File: src/rtl/alu_op_sequencer.sv
// alu_op_sequencer
//   Sequences one command through an external combinational 16-bit ALU.
//   A command is accepted over req_valid/req_ready, its function code is
//   decoded into the ALU control lines, and the ALU is run once (16-bit op)
//   or twice, low half then high half with the carry chained (32-bit op).
//   The assembled result and flags are returned over rsp_valid/rsp_ready.
//
// Ports
//   clk, rst                    clock, synchronous active-high reset
//   req_valid/req_ready         command handshake
//   req_func, req_wide          function code, 32-bit select
//   req_a, req_b                32-bit operands
//   alu_a, alu_b                registered operand halves to the ALU
//   alu_cin/ainvert/bnegate/op  registered ALU controls
//   alu_result/cout/overflow    ALU outputs, sampled on the last settle cycle
//   rsp_valid/rsp_ready         response handshake
//   rsp_result, rsp_zero        32-bit result, result==0
//   rsp_cout, rsp_overflow      flags of the final pass
//   rsp_err                     illegal function code
module alu_op_sequencer #(
  parameter int unsigned SETTLE_CYCLES = 1
) (
  input  logic        clk,
  input  logic        rst,
  input  logic        req_valid,
  output logic        req_ready,
  input  logic [3:0]  req_func,
  input  logic        req_wide,
  input  logic [31:0] req_a,
  input  logic [31:0] req_b,
  output logic [15:0] alu_a,
  output logic [15:0] alu_b,
  output logic        alu_cin,
  output logic        alu_ainvert,
  output logic        alu_bnegate,
  output logic [2:0]  alu_op,
  input  logic [15:0] alu_result,
  input  logic        alu_cout,
  input  logic        alu_overflow,
  output logic        rsp_valid,
  input  logic        rsp_ready,
  output logic [31:0] rsp_result,
  output logic        rsp_zero,
  output logic        rsp_cout,
  output logic        rsp_overflow,
  output logic        rsp_err
);

  typedef enum logic [1:0] {S_IDLE, S_LO, S_HI, S_RESP} state_e;

  localparam logic [2:0] OP_AND = 3'b000;
  localparam logic [2:0] OP_OR  = 3'b001;
  localparam logic [2:0] OP_ADD = 3'b010;
  localparam logic [2:0] OP_SLT = 3'b011;

  localparam logic [3:0] F_AND = 4'b0000;
  localparam logic [3:0] F_OR  = 4'b0001;
  localparam logic [3:0] F_ADD = 4'b0010;
  localparam logic [3:0] F_SUB = 4'b0110;
  localparam logic [3:0] F_SLT = 4'b0111;
  localparam logic [3:0] F_NOR = 4'b1100;

  // Counter counts down to zero; zero marks the last cycle of a pass.
  localparam logic [3:0] CNT_RELOAD = 4'(SETTLE_CYCLES - 1);

  // arith: the high pass takes its carry-in from the low pass carry-out.
  typedef struct packed {
    logic       legal;
    logic       ainvert;
    logic       bnegate;
    logic [2:0] op;
    logic       cin_lo;
    logic       arith;
  } ctrl_t;

  function automatic ctrl_t decode(input logic [3:0] func);
    ctrl_t c;
    c = '0;
    // Field order: legal, ainvert, bnegate, op, cin_lo, arith
    unique case (func)
      F_AND:   c = '{1'b1, 1'b0, 1'b0, OP_AND, 1'b0, 1'b0};
      F_OR:    c = '{1'b1, 1'b0, 1'b0, OP_OR,  1'b0, 1'b0};
      F_ADD:   c = '{1'b1, 1'b0, 1'b0, OP_ADD, 1'b0, 1'b1};
      F_SUB:   c = '{1'b1, 1'b0, 1'b1, OP_ADD, 1'b1, 1'b1};
      F_SLT:   c = '{1'b1, 1'b0, 1'b1, OP_SLT, 1'b1, 1'b1};
      F_NOR:   c = '{1'b1, 1'b1, 1'b1, OP_AND, 1'b0, 1'b0};
      default: c = '0;
    endcase
    return c;
  endfunction

  state_e      state_q, state_d;
  logic [3:0]  cnt_q, cnt_d;
  logic [3:0]  func_q;
  logic        wide_q;
  logic [31:0] a_q, b_q;
  logic [15:0] lo_result_q, lo_result_d;
  logic [15:0] alu_a_q, alu_a_d, alu_b_q, alu_b_d;
  logic        alu_cin_q, alu_cin_d, alu_ainv_q, alu_ainv_d, alu_bneg_q, alu_bneg_d;
  logic [2:0]  alu_op_q, alu_op_d;
  logic [31:0] rsp_result_q, rsp_result_d;
  logic        rsp_zero_q, rsp_zero_d, rsp_cout_q, rsp_cout_d;
  logic        rsp_ovf_q, rsp_ovf_d, rsp_err_q, rsp_err_d;

  logic        accept, pass_done, src_wide;
  logic [3:0]  src_func;
  logic [31:0] src_a, src_b, wide_result;
  ctrl_t       ctrl;

  // In IDLE the LO-pass drive is built straight from the request so the ALU
  // inputs are already valid in the first cycle after the accept edge.
  assign src_func    = (state_q == S_IDLE) ? req_func : func_q;
  assign src_wide    = (state_q == S_IDLE) ? req_wide : wide_q;
  assign src_a       = (state_q == S_IDLE) ? req_a    : a_q;
  assign src_b       = (state_q == S_IDLE) ? req_b    : b_q;
  assign ctrl        = decode(src_func);
  assign accept      = req_valid && (state_q == S_IDLE);
  assign pass_done   = (cnt_q == 4'd0);
  assign wide_result = (func_q == F_SLT) ? {31'h0, alu_result[0]} : {alu_result, lo_result_q};

  always_comb begin
    // NOTE: every signal written here gets a default first so no path leaves
    // it unassigned, which would otherwise infer a latch.
    state_d      = state_q;
    cnt_d        = cnt_q;
    lo_result_d  = lo_result_q;
    rsp_result_d = rsp_result_q;
    rsp_zero_d   = rsp_zero_q;
    rsp_cout_d   = rsp_cout_q;
    rsp_ovf_d    = rsp_ovf_q;
    rsp_err_d    = rsp_err_q;

    unique case (state_q)
      S_IDLE: begin
        if (accept) begin
          if (ctrl.legal) begin
            state_d = S_LO;
            cnt_d   = CNT_RELOAD;
          end else begin
            // Illegal code skips the ALU entirely; every flag is cleared.
            state_d      = S_RESP;
            rsp_result_d = '0;
            rsp_zero_d   = 1'b0;
            rsp_cout_d   = 1'b0;
            rsp_ovf_d    = 1'b0;
            rsp_err_d    = 1'b1;
          end
        end
      end
      S_LO: begin
        if (!pass_done) begin
          cnt_d = cnt_q - 4'd1;
        end else if (wide_q) begin
          state_d     = S_HI;
          cnt_d       = CNT_RELOAD;
          lo_result_d = alu_result;
        end else begin
          state_d      = S_RESP;
          rsp_result_d = {16'h0, alu_result};
          rsp_zero_d   = (alu_result == 16'h0);
          rsp_cout_d   = alu_cout;
          rsp_ovf_d    = alu_overflow;
          rsp_err_d    = 1'b0;
        end
      end
      S_HI: begin
        if (!pass_done) begin
          cnt_d = cnt_q - 4'd1;
        end else begin
          state_d      = S_RESP;
          rsp_result_d = wide_result;
          rsp_zero_d   = (wide_result == 32'h0);
          rsp_cout_d   = alu_cout;
          rsp_ovf_d    = alu_overflow;
          rsp_err_d    = 1'b0;
        end
      end
      S_RESP: begin
        if (rsp_ready) state_d = S_IDLE;
      end
      default: state_d = S_IDLE;
    endcase
  end

  // ALU drive is registered, so it is computed from the state being entered.
  always_comb begin
    alu_a_d    = '0;
    alu_b_d    = '0;
    alu_cin_d  = 1'b0;
    alu_ainv_d = 1'b0;
    alu_bneg_d = 1'b0;
    alu_op_d   = OP_AND;
    unique case (state_d)
      S_LO: begin
        alu_a_d    = src_a[15:0];
        alu_b_d    = src_b[15:0];
        alu_ainv_d = ctrl.ainvert;
        alu_bneg_d = ctrl.bnegate;
        // Wide SLT only needs the borrow from the low half, so subtract there.
        alu_op_d   = (ctrl.op == OP_SLT && src_wide) ? OP_ADD : ctrl.op;
        alu_cin_d  = ctrl.cin_lo;
      end
      S_HI: begin
        alu_a_d    = a_q[31:16];
        alu_b_d    = b_q[31:16];
        alu_ainv_d = ctrl.ainvert;
        alu_bneg_d = ctrl.bnegate;
        alu_op_d   = ctrl.op;
        if (!ctrl.arith)            alu_cin_d = ctrl.cin_lo;
        else if (state_q == S_LO)   alu_cin_d = alu_cout;
        else                        alu_cin_d = alu_cin_q;
      end
      default: ;
    endcase
  end

  always_ff @(posedge clk) begin
    // NOTE: sequential state uses non-blocking assignments so every register
    // samples pre-edge values regardless of statement order.
    if (rst) begin
      state_q      <= S_IDLE;
      cnt_q        <= '0;
      func_q       <= '0;
      wide_q       <= 1'b0;
      a_q          <= '0;
      b_q          <= '0;
      lo_result_q  <= '0;
      alu_a_q      <= '0;
      alu_b_q      <= '0;
      alu_cin_q    <= 1'b0;
      alu_ainv_q   <= 1'b0;
      alu_bneg_q   <= 1'b0;
      alu_op_q     <= '0;
      rsp_result_q <= '0;
      rsp_zero_q   <= 1'b0;
      rsp_cout_q   <= 1'b0;
      rsp_ovf_q    <= 1'b0;
      rsp_err_q    <= 1'b0;
    end else begin
      state_q      <= state_d;
      cnt_q        <= cnt_d;
      lo_result_q  <= lo_result_d;
      alu_a_q      <= alu_a_d;
      alu_b_q      <= alu_b_d;
      alu_cin_q    <= alu_cin_d;
      alu_ainv_q   <= alu_ainv_d;
      alu_bneg_q   <= alu_bneg_d;
      alu_op_q     <= alu_op_d;
      rsp_result_q <= rsp_result_d;
      rsp_zero_q   <= rsp_zero_d;
      rsp_cout_q   <= rsp_cout_d;
      rsp_ovf_q    <= rsp_ovf_d;
      rsp_err_q    <= rsp_err_d;
      if (accept) begin
        func_q <= req_func;
        wide_q <= req_wide;
        a_q    <= req_a;
        b_q    <= req_b;
      end
    end
  end

  assign req_ready    = (state_q == S_IDLE);
  assign rsp_valid    = (state_q == S_RESP);
  assign alu_a        = alu_a_q;
  assign alu_b        = alu_b_q;
  assign alu_cin      = alu_cin_q;
  assign alu_ainvert  = alu_ainv_q;
  assign alu_bnegate  = alu_bneg_q;
  assign alu_op       = alu_op_q;
  assign rsp_result   = rsp_result_q;
  assign rsp_zero     = rsp_zero_q;
  assign rsp_cout     = rsp_cout_q;
  assign rsp_overflow = rsp_ovf_q;
  assign rsp_err      = rsp_err_q;

endmodule
File: config.mk
export PLATFORM = sky130hd
export DESIGN_NAME = alu_op_sequencer
export DESIGN_NICKNAME = d
export VERILOG_FILES = /design/src/rtl/alu_op_sequencer.sv
export SDC_FILE = /design/constraint.sdc
export NUM_CORES = 1
export LEC_CHECK = 0
export CAP_MARGIN = 15
export CORE_MARGIN = 2
export CORE_UTILIZATION = 49
export DETAILED_ROUTE_END_ITERATION = 6
export PLACE_DENSITY_LB_ADDON = 0.05
export SLEW_MARGIN = 20
export SYNTH_ARGS = -nofsm -noshare
export SYNTH_HDL_FRONTEND = slang
export SYNTH_SLANG_ARGS = --single-unit
File: constraint.sdc
create_clock -name clk -period 4.2 [get_ports clk]
set_clock_uncertainty 0.2 [all_clocks]
set_input_delay 0.63 -clock clk [delete_from_list [all_inputs] [get_ports clk]]
set_output_delay 0.63 -clock clk [all_outputs]
set_load 0.01 [all_outputs]
Yosys cells after proc, flatten, opt, wreduce, memory -nomap -nowiden
Cells that the tools add are included.
{ "word_totals": {"regBits": 165, "inputBits": 91, "output_inout_bits": 76, "word_cells": 106} }
{ "classes": {"n_addsub": 1, "eq_ne": 21, "muxes": 52, "bitwise_logic": 1, "n_reduce_logical": 13} }
{ "op_table": {"columns": ["operator", "count"], "rows": [
  ["$mux 32", 6],
  ["$pmux 32 s3", 1],
  ["$pmux 16 s2", 2],
  ["$pmux 8 s6", 1],
  ["$logic_not 32->1", 1],
  ["$mux 16", 2],
  ["$mux 4", 6],
  ["$mux 1", 20],
  ["$logic_not 16->1", 1],
  ["$eq 4x3->1 const B", 3],
  ["$pmux 1 s3", 4],
  ["$pmux 4 s3", 1],
  ["$mux 2", 5],
  ["$ne 2x2->1 const B", 5],
  ["$logic_not 4->1", 2],
  ["$pmux 2 s4", 1],
  ["$eq 2x2->1 const B", 3],
  ["$ne 3x3->1 const B", 2],
  ["$pmux 3 s2", 1],
  ["$reduce_and 6->1", 1],
  ["$reduce_and 5->1", 1],
  ["$eq 2x1->1 const B", 2],
  ["$eq 4x1->1 const B", 1],
  ["$eq 4x2->1 const B", 1],
  ["12 further kinds", 15]
]} }

Logic depth before layout (Yosys ltp)
Gate-level depths: netlist (run 1).
{ "logic_depth": {"word_depth": 11, "depth_mapped": 15, "ltp_nobuf": 12} }

Least setup slack after synthesis (run 1)
No wires, ideal clock.
{ "synth_path": {"path_type": "flip-flop to flip-flop", "start": "reg state_q[1]", "end": "reg alu_cin_q (netlist: alu_cin)", "setup_ns": 0.064, "t_arrival_ns": 2.884, "required_time_ns": 3.936, "slack_ns": 1.052, "path_stages_with_launch": 15, "path_buffers": 2, "period_less_slack_ns": 3.148, "cell_sequence": "dfxtp_1 > inv_1 > ha_1 > buf_2 > mux2_2 > or2_1 > o21bai_1 > a31oi_1 > nor2_1 > ha_1 > or2_2 > buf_1 > nor3_1 > a31oi_1 > nor2_1"} }
{ "synth_via": {"elab_chain_len": 9, "elab_cells_between_ends": 24, "cone_classes": "eq/ne: 11; mux: 10; reduce/logical: 3"} }
{ "synth_lines": {"columns": ["item", "line", "text"], "rows": [
  ["from (decl)", "92", "state_e state_q, state_d;"],
  ["from (signal assigned)", "240", "state_q <= state_d;"],
  ["$logic_not 2->1 (*)", null, null],
  ["named net req_ready", "26", "output logic req_ready,"],
  ["$mux 4", "112", "assign src_func = (state_q == S_IDLE) ? req_func : func_q;"],
  ["$eq 4x4->1, or another cell as far along", "80", "unique case (func)"],
  ["$pmux 8 s6", "80", null],
  ["$mux 2", "136", "if (ctrl.legal) begin"],
  ["$mux 2", "135", "if (accept) begin"],
  ["$pmux 2 s4 (*)", "133", "unique case (state_q)"],
  ["named net state_d[1]", "92", null],
  ["$eq 2x2->1 or $eq 2x1->1 (tied branches)", "193", "unique case (state_d)"],
  ["$pmux 1 s2 or $ne 3x3->1 (tied branches)", null, null],
  ["to (signal assigned)", "245", "alu_cin_q <= alu_cin_d;"],
  ["to (decl)", "99", "logic alu_cin_q, alu_cin_d, alu_ainv_q, alu_ainv_d, alu_bneg_q, alu_bneg_d;"]
]} }
Mark *: on every way through the listed nets, which the timed path passes. The rest lies on a longest branch.
A chain may end at the register's enable or synchronous reset.

Final worst setup path (run 1)
{ "layout_path": {"start": "reg state_q[1]", "end": "reg alu_a_q[14] (netlist: alu_a[14])"} }
{ "layout_via": {"elab_chain_len": 9, "elab_cells_between_ends": 23, "cone_classes": "eq/ne: 10; mux: 10; reduce/logical: 3"} }
{ "layout_lines": {"columns": ["item", "line", "text"], "rows": [
  ["$logic_not 2->1", "112, 117, 133", null],
  ["$mux 4", "112", null],
  ["$eq 4x4->1, or another cell as far along", "80", null],
  ["$pmux 8 s6", "80", null],
  ["$mux 2", "136", null],
  ["$mux 2", "135", null],
  ["$pmux 2 s4 (*)", "133", null],
  ["named net state_d[1]", "92", null],
  ["$eq 2x2->1 or $eq 2x1->1 (tied branches)", "193", null],
  ["$pmux 16 s2 (*)", "193", null],
  ["to (signal assigned)", "243", "alu_a_q <= alu_a_d;"],
  ["to (decl)", "98", "logic [15:0] alu_a_q, alu_a_d, alu_b_q, alu_b_d;"]
]} }
Marked as above.

==> results of run 1 <==
-- flip-flops by register name (all words and copies together) (netlist names) --
name	flops
alu_b	16
alu_ainvert	1
rsp_result	32
state_q	2
alu_bnegate	1
rsp_err	1
lo_result_q	16
b_q	32
wide_q	1
rsp_overflow	1
func_q	4
alu_op	2
alu_a	16
rsp_zero	1
rsp_cout	1
a_q	32
alu_cin	1
cnt_q	4
-- worst min-delay path: stages, from the launching register on --
cell     delay [ps]
dfxtp_1         300
nand2_1          50
a21oi_1          50
-- metrics by stage --
stage          hold slack [ps]  cell area, um2
6_report                 250.4            8941
5_1_grt                  271.9            8941
4_1_cts                  253.7            8936
3_5_place_dp             246.0            8372
3_3_place_gp             239.3            8372
2_1_floorplan            233.8            6641
-- synth_stat cells (all sizes together) (9+ instances only) --
library cell | n | share of area, %
dfxtp | 164 | 49
nand2 | 163 | 9.2
a21oi | 94 | 7.1
nor2 | 79 | 4.5
clkbuf | 49 | 2.8
mux2 | 35 | 5.9
a22oi | 33 | 3.7
nand3 | 24 | 1.8
nor3 | 20 | 1.5
mux2i | 19 | 2.9
a221oi | 17 | 2.5
buf | 11 | 0.79
inv | 9 | 0.51
o21ai | 9 | 0.68
-- placed cells by master (no fill, tap or decap), drive strengths merged, types with 20 or more instances in the layout --
| cell type | synthesis | layout |
|---|---|---|
| dfxtp | 164 | 164 |
| clkdlybuf4s50 | 0 | 164 |
| nand2 | 163 | 163 |
| a21oi | 94 | 94 |
| nor2 | 79 | 79 |
| mux2 | 35 | 35 |
| a22oi | 33 | 33 |
| nand3 | 24 | 24 |
| clkbuf | 49 | 23 |
| nor3 | 20 | 20 |
-- routing by layer --
layer	wire length (um)	track usage [%]
met3	1068	5.613
met5	0	0
met1	7607	31.43
met4	227	7.994
met2	8979	41.00
-- cell type report --
cell class,count,area (um2)
clock buffers,23,488.0
clock inverters,9,76.32
fillers,1115,4302
inverters,9,33.78
multi-input cells,548,3108
flip-flops and latches,164,3283
well taps,176,220.2
repair buffers,176,1732
-- power by group through the flow --
stage	Clock (mW)	Sequential, mW	Combinational, mW
final	1.47	2.05	2.44
after global routing	1.56	2.08	2.66
after global placement	0	2.07	2.37
after CTS	1.49	2.05	2.44
after detailed placement	0	2.08	2.43
after floorplan	0	2.14	1.43
-- kinds of logic (layout without fill, tap and decap cells) --
group	count (synthesis)	count (layout)	synth area share (%)
simple gates	317	317	20.27
compound gates	167	167	15.73
flops	164	164	49.43
buf+inv	69	217	4.069
mux	54	54	8.798
fa+ha+maj	8	8	1.507
other cells	1	1	0.05646
xor+xnor	1	1	0.1319
-- worst max-delay path by stage --
stage,depth (start not counted),to
2_1_floorplan,14,alu_cin
3_3_place_gp,10,alu_a[6]
3_5_place_dp,10,alu_a[14]
4_1_cts,11,alu_a[9]
5_1_grt,11,alu_b[14]
6_report,11,alu_a[14]
==> metrics.yaml, run 1 <==
status: "complete, no violations"
power_density_nw_per_um2: 666.6
antenna_found_initial: 0
syn_inst: 781
dp_slack_ps: 689.2
placed_cells: 1073
layout-drive-gt1-share_pct: 9.257
critical_path_buf_inv_count: 2
drc: 0
p_comb_share_pct: 41.0
reg2reg_from: "state_q[1]"
ys_warn_count: 0
r2r_setup_slack_ps: 660
criticalPathCategory: "flop to flop"
hpwl_mm: 11.74
tightest_slew_ps: 1057
start_util_pct: 50.15
hold_path_class: "flop to flop"
io_buffer_count: 165
crit_family: "adder cells"
crit_chain: "inv_1, ha_2, mux2_2, or2_1, o21bai_1, a31oi_1, nor2_1, ha_1, or2_2, buf_4, nor2_1"
cts_tree: "built"
crit_start: "state_q[1]"
critPathLaunchType: "flop"
worstPathMaxFanout: 32
syn_to_final_growth_pct: 34.63
std_cell_rows: 42
p_total_mw: 5.960
timing.rr.end: "alu_a[14]"
ys.flop_type: "dfxtp_1"
cts_hold_repair.buffers: 0
synth-edff-count: 0
grt_max_degree: 86
drtPass1Iterations: 5
ys_ff_latch: 164
place_congestion: 0.8743
min_from: "a_q[15]"
drv_cap: 0
timing.fmax_mhz: 282.6
ant_nets: 0
p_int_mw: 3.803
grt_usage_pct: 24.54
clkSlewWorstSetupHoldPaths_ps: 60
rsz0062_at_grt: "no"
min_period_ps: 3538
utilization_pct: 67.52
clock_path_buffers: 2
grt_overflow_total: 0
hold_viol_final: 0
syn_area_um2: 6641
p_sw_mw: 2.157
synth_seq_area_share_pct: 49.43
worstSetupEndpointType: "flop"
worstPathRequired_ps: 4340
setup_viol: 0
synth_cell_type_count: 50
worst_ir_drop_vdd_uv: 579.8
clkLatencyLatePin_ps: 410
dieArea_um2: 14500
via_per_inst: 5.491
syn-num-nets: 880
grt_pass1_wl_mm: 28.57
final_nets: 1015
rr_worst_depth: 11
io_pins: 167
crit_slowest_cell: "ha_2"
diodes: 0
core_area_um2: 13240
instances_no_fill: 1105
wl_per_cell_um: 16.18
ctsRootBufferMaster: "clkbuf_16"
avgSynthCellArea_um2: 8.504
setup_ws_ps: 661.7
first_global_vias: 5773
critPathMaxStageDelay_ps: 500
die_h_um: 120.4
hold_depth: 2
clockPowerShare_pct: 24.6
drt-initial-drc-count: 622
slew_viol_final: 0
holdPathEnd: "a_q[15]"
fp.dieW_um: 120.4
crit_top_cell: "nor2_1"
cts_max_level: 4
numCtsBuffers: 17
switching_share_pct: 36.19
fin_setup_tns_ps: 0
async_flop_share_pct: 0
seqPwrFrac_pct: 34.4
p_leak_nw: 3.381
cts_setup_buffers: 0
period_share_pct: 84.25
drt_wl_total_mm: 17.88
critPathArrivalTime_ps: 3680
ctsResizeCount: 0
relSlewSlack_pct: 29.32
cts_sinks: 164
vias: 6068
Note: power is estimated with default switching activity, not from simulation.
==> run 2, diff against run 1 <==
- clock period: 4.2 -> 3.33 ns (I/O delays scaled with it)
==> metrics.yaml, run 2 (synthesis gave the netlist of run 1 again) <==
busiest_layer: "met2"
grt_use_met1_pct: 31.65
grt_pass1_wl_mm: 29.61
clkSlewWorstSetupHoldPaths_ps: 60
power_density_nw_per_um2: 854.9
grt_usage_pct: 25.48
slew_viol_final: 0
layout-drive-gt1-share_pct: 10.27
clkLatencyLatePin_ps: 420
cts_max_level: 4
cts_tree: "built"
final_cell_mix: "dfxtp_1 (164), clkdlybuf4s50_1 (164), nand2_1 (162), a21oi_1 (94), nor2_1 (78)"
tightest_slew_ps: 866.5
p_leak_nw: 3.413
drv_cap: 0
ant_nets: 0
antenna_found_initial: 0
hold_path_class: "flop to flop"
rr_worst_depth: 11
diodes: 0
cts_hold_repair.buffers: 0
place_congestion: 0.9024
worstPathRequired_ps: 3430
rsz0062_at_grt: "no"
min_period_ps: 3102
ctsRootBufferMaster: "clkbuf_16"
status: "complete, no violations"
via_per_inst: 5.491
wl_per_cell_um: 16.45
worst_ir_drop_vdd_uv: 603.0
critPathArrivalTime_ps: 3200
fp.dieW_um: 120.4
relSlewSlack_pct: 42.23
period_share_pct: 93.15
grt_max_degree: 81
die_h_um: 120.4
first_global_vias: 6043
reg2reg_from: "state_q[0]"
cts_sinks: 164
drtPass1Iterations: 5
hold_viol_final: 0
dieArea_um2: 14500
grt_use_met3_pct: 5.142
hold_slack_ps: 251.5
io_pins: 167
start_util_pct: 50.15
syn_to_final_growth_pct: 36.02
placed_cells: 1078
drt-initial-drc-count: 547
fin_setup_tns_ps: 0
drt_wl_total_mm: 18.28
instances_no_fill: 1111
timing.rr.end: "alu_b[13]"
vias: 6101
worstPathMaxFanout: 32
crit_start: "state_q[0]"
std_cell_rows: 42
critPathLaunchType: "flop"
hpwl_mm: 11.84
drc: 0
core_area_um2: 13240
utilization_pct: 68.22
grt_overflow_total: 0
setup_viol: 0
worstSetupEndpointType: "flop"
grtUsageMet2_pct: 44.24
crit_end: "alu_b[13]"
numCtsBuffers: 17
fillers: 1103
timing.fmax_mhz: 322.4
p_total_mw: 7.723
criticalPathCategory: "flop to flop"
final_nets: 1021
r2r_setup_slack_ps: 230
io_buffer_count: 165
clock_path_buffers: 2
==> run 2: worst max-delay path: stages (launching register included) <==
cell and delay [ps]:
dfxtp_1 340, inv_1 130, ha_2 210, buf_6 190, mux2_2 410, o21bai_1 320, a31oi_2 160, or2_1 240
ha_1 220, buf_4 260, a22oi_1 210, nor2_1 60
==> run 2: worst min-delay path by stage <==
stage | to | start | slack (ps) | depth (start not counted)
2_1_floorplan | a_q[0] | a_q[0] | 230 | 2
3_3_place_gp | a_q[0] | a_q[0] | 240 | 2
3_5_place_dp | rsp_result[29] | rsp_result[29] | 240 | 2
4_1_cts | rsp_result[29] | rsp_result[29] | 250 | 2
5_1_grt | rsp_result[26] | rsp_result[26] | 260 | 2
6_report | rsp_result[20] | rsp_result[20] | 250 | 2
==> run 2: cell type report <==
| type | instances | area (um2) | area share (%) |
|---|---|---|---|
| multi-input combinational | 548 | 3119 | 34.53 |
| inverter | 9 | 33.78 | 0.3740 |
| sequential | 164 | 3283 | 36.34 |
| timing repair buffer | 182 | 1788 | 19.79 |
| clock buffer | 23 | 488.0 | 5.402 |
| clock inverter | 9 | 101.3 | 1.122 |
| tap | 176 | 220.2 | 2.438 |
==> run 2: report_power, final <==
part,switching (mW),leakage (nW),total [mW],internal (mW)
clock network,0.768,0.293,1.95,1.18
logic,1.82,1.78,3.19,1.37
registers,0.210,1.34,2.59,2.38
==> run 2: per-stage QoR <==
step	setup WS [ps]	instance area, um2
finish	228.2	9034
global route	21.43	9034
CTS	126.6	8999
detailed placement	-46.52	8409
global placement	123.3	8409
floorplan	182.0	6641
==> run 2: metal layers <==
metal  wire length [um]  up-vias
met1               7783     2941
met3                965       23
met2               9254      166
li1                   -     2971
met5                  0        -
met4                273        0
==> run 2: timing repair <==
action,in CTS,in global routing
endpoints found under the setup margin,0,34
gates resized for setup,0,7
setup buffers,0,1
==> run 3, diff against run 2 <==
- SETUP_SLACK_MARGIN: default -> 0.2
==> metrics.yaml, run 3 (synthesis gave the netlist of run 1 again) <==
io_pins: 167
start_util_pct: 50.15
place_congestion: 0.8873
switching_share_pct: 36.08
ctsRootBufferMaster: "clkbuf_16"
cts_tree: "built"
worstSetupEndpointType: "flop"
slew_viol_final: 0
clockPowerShare_pct: 24.8
min_period_ps: 2985
met1_length_mm: 7.881
drc: 0
grt_max_degree: 70
wl_met3_mm: 1.063
top_layer_used: "met4"
rsz0062_at_grt: "no"
cts_hold_repair.buffers: 0
worstPathRequired_ps: 3490
clkSlewWorstSetupHoldPaths_ps: 60
wl_per_cell_um: 16.42
drt-initial-drc-count: 540
p_int_mw: 4.945
drv_cap: 0
antenna_found_initial: 0
drt_wl_total_mm: 18.24
vias: 6110
ant_nets: 0
diodes: 0
p_leak_nw: 3.421
numCtsBuffers: 17
final_nets: 1022
power_density_nw_per_um2: 853.6
clkLatencyLatePin_ps: 430
fin_setup_tns_ps: 0
drtPass1Iterations: 5
hold_viol_final: 0
crit_chain: "inv_2, ha_4, mux2_2, or2_1, o21bai_1, a31oi_2, nor2_1, ha_1, or2_2, nor3_1, a31oi_1, nor2_1"
syn_to_final_growth_pct: 36.47
seqPwrFrac_pct: 33.5
final_cell_mix: "clkdlybuf4s50_1 (164), nand2_1 (162), dfxtp_1 (162), a21oi_1 (94), nor2_1 (78)"
grt_pass1_wl_mm: 29.69
period_share_pct: 89.65
wl_met2_mm: 8.945
crit_slowest_cell: "mux2_2"
setup_viol: 0
final_cell_area_um2: 9064
core_area_um2: 13240
cts_max_level: 4
grt_usage_pct: 25.59
fp.dieW_um: 120.4
cts_sinks: 164
worstPathMaxFanout: 5
via_per_inst: 5.500
status: "complete, no violations"
io_buffer_count: 165
relSlewSlack_pct: 48.59
hpwl_mm: 11.95
criticalPathCategory: "flop to flop"
placedInstanceArea_um2: 8424
p_comb_share_pct: 41.7
clock_path_buffers: 2
critPathMaxStageDelay_ps: 370
first_global_vias: 6004
die_h_um: 120.4
hold_path_class: "flop to flop"
final_common_cell: "clkdlybuf4s50_1"
crit_top_cell: "nor2_1"
critPathArrivalTime_ps: 3140
critPathLaunchType: "flop"
timing.fmax_mhz: 335.0
grt_overflow_total: 0
std_cell_rows: 42
worst_ir_drop_vdd_uv: 626.2
tightest_slew_ps: 771.2
dieArea_um2: 14500
layout-drive-gt1-share_pct: 10.48
p_sw_mw: 2.791
==> run 3: power groups by stage <==
stage | combinational, mW | sequential, mW | clock [mW]
after CTS | 3.16 | 2.59 | 1.94
after global routing | 3.53 | 2.64 | 2.02
after detailed placement | 3.10 | 2.63 | 0
final | 3.23 | 2.59 | 1.92
after floorplan | 1.81 | 2.70 | 0
after global placement | 3.03 | 2.62 | 0
==> run 3: worst max-delay path: cells and delay by family (launching register included) <==
family / cells / cell delay (ps)
buffers and inverters: 1 / 110
AOI/OAI and AO/OA: 3 / 490
DFF: 1 / 340
adders and majority gates: 2 / 460
and+or+nand+nor: 5 / 950
muxes: 1 / 370
==> run 3: through the flow <==
step                      util [%]  total power [mW]  worst slack, ps  hold WS (ps)  cells
after global placement       63.61             5.642            121.8         239.0   1080
after CTS                    68.09             7.686            211.7         252.4   1111
after detailed placement     63.61             5.727            37.64         244.9   1080
after floorplan                  -             4.513            215.0         233.8    781
after global routing         68.44             8.194            211.8         262.1   1111
final                        68.44             7.736            344.8         250.4   1111
==> run 3: area by class of cell <==
type | count | area, um2
multi-input cells | 548 | 3139
fillers | 1095 | 4179
inverters | 9 | 33.78
well taps | 176 | 220.2
repair buffers | 183 | 1807
clock inverters | 8 | 100.1
clock buffers | 23 | 478.0
flip-flops and latches | 164 | 3286
==> run 3: repair_timing <==
item / in CTS / in global routing
resized for setup: 4 / 12
setup endpoints to repair: 33 / 35
buffers inserted: 0 / 0
pin swaps: 0 / 1
==> run 3: metal layers <==
layer / track usage (%) / up-vias
met5: 0 / -
met4: 7.122 / 0
met3: 7.028 / 36
met2: 43.15 / 204
met1: 32.18 / 2886
li1: - / 2984
==> run 3: worst paths after layout <==
path	from	to	slack, ps	cells past startpoint
worst max-delay path	state_q[1]	alu_cin	340	12
worst min-delay path	rsp_result[25]	rsp_result[25]	250	2
worst max register to register	state_q[1]	alu_cin	340	12
worst min register to register	rsp_result[25]	rsp_result[25]	250	2
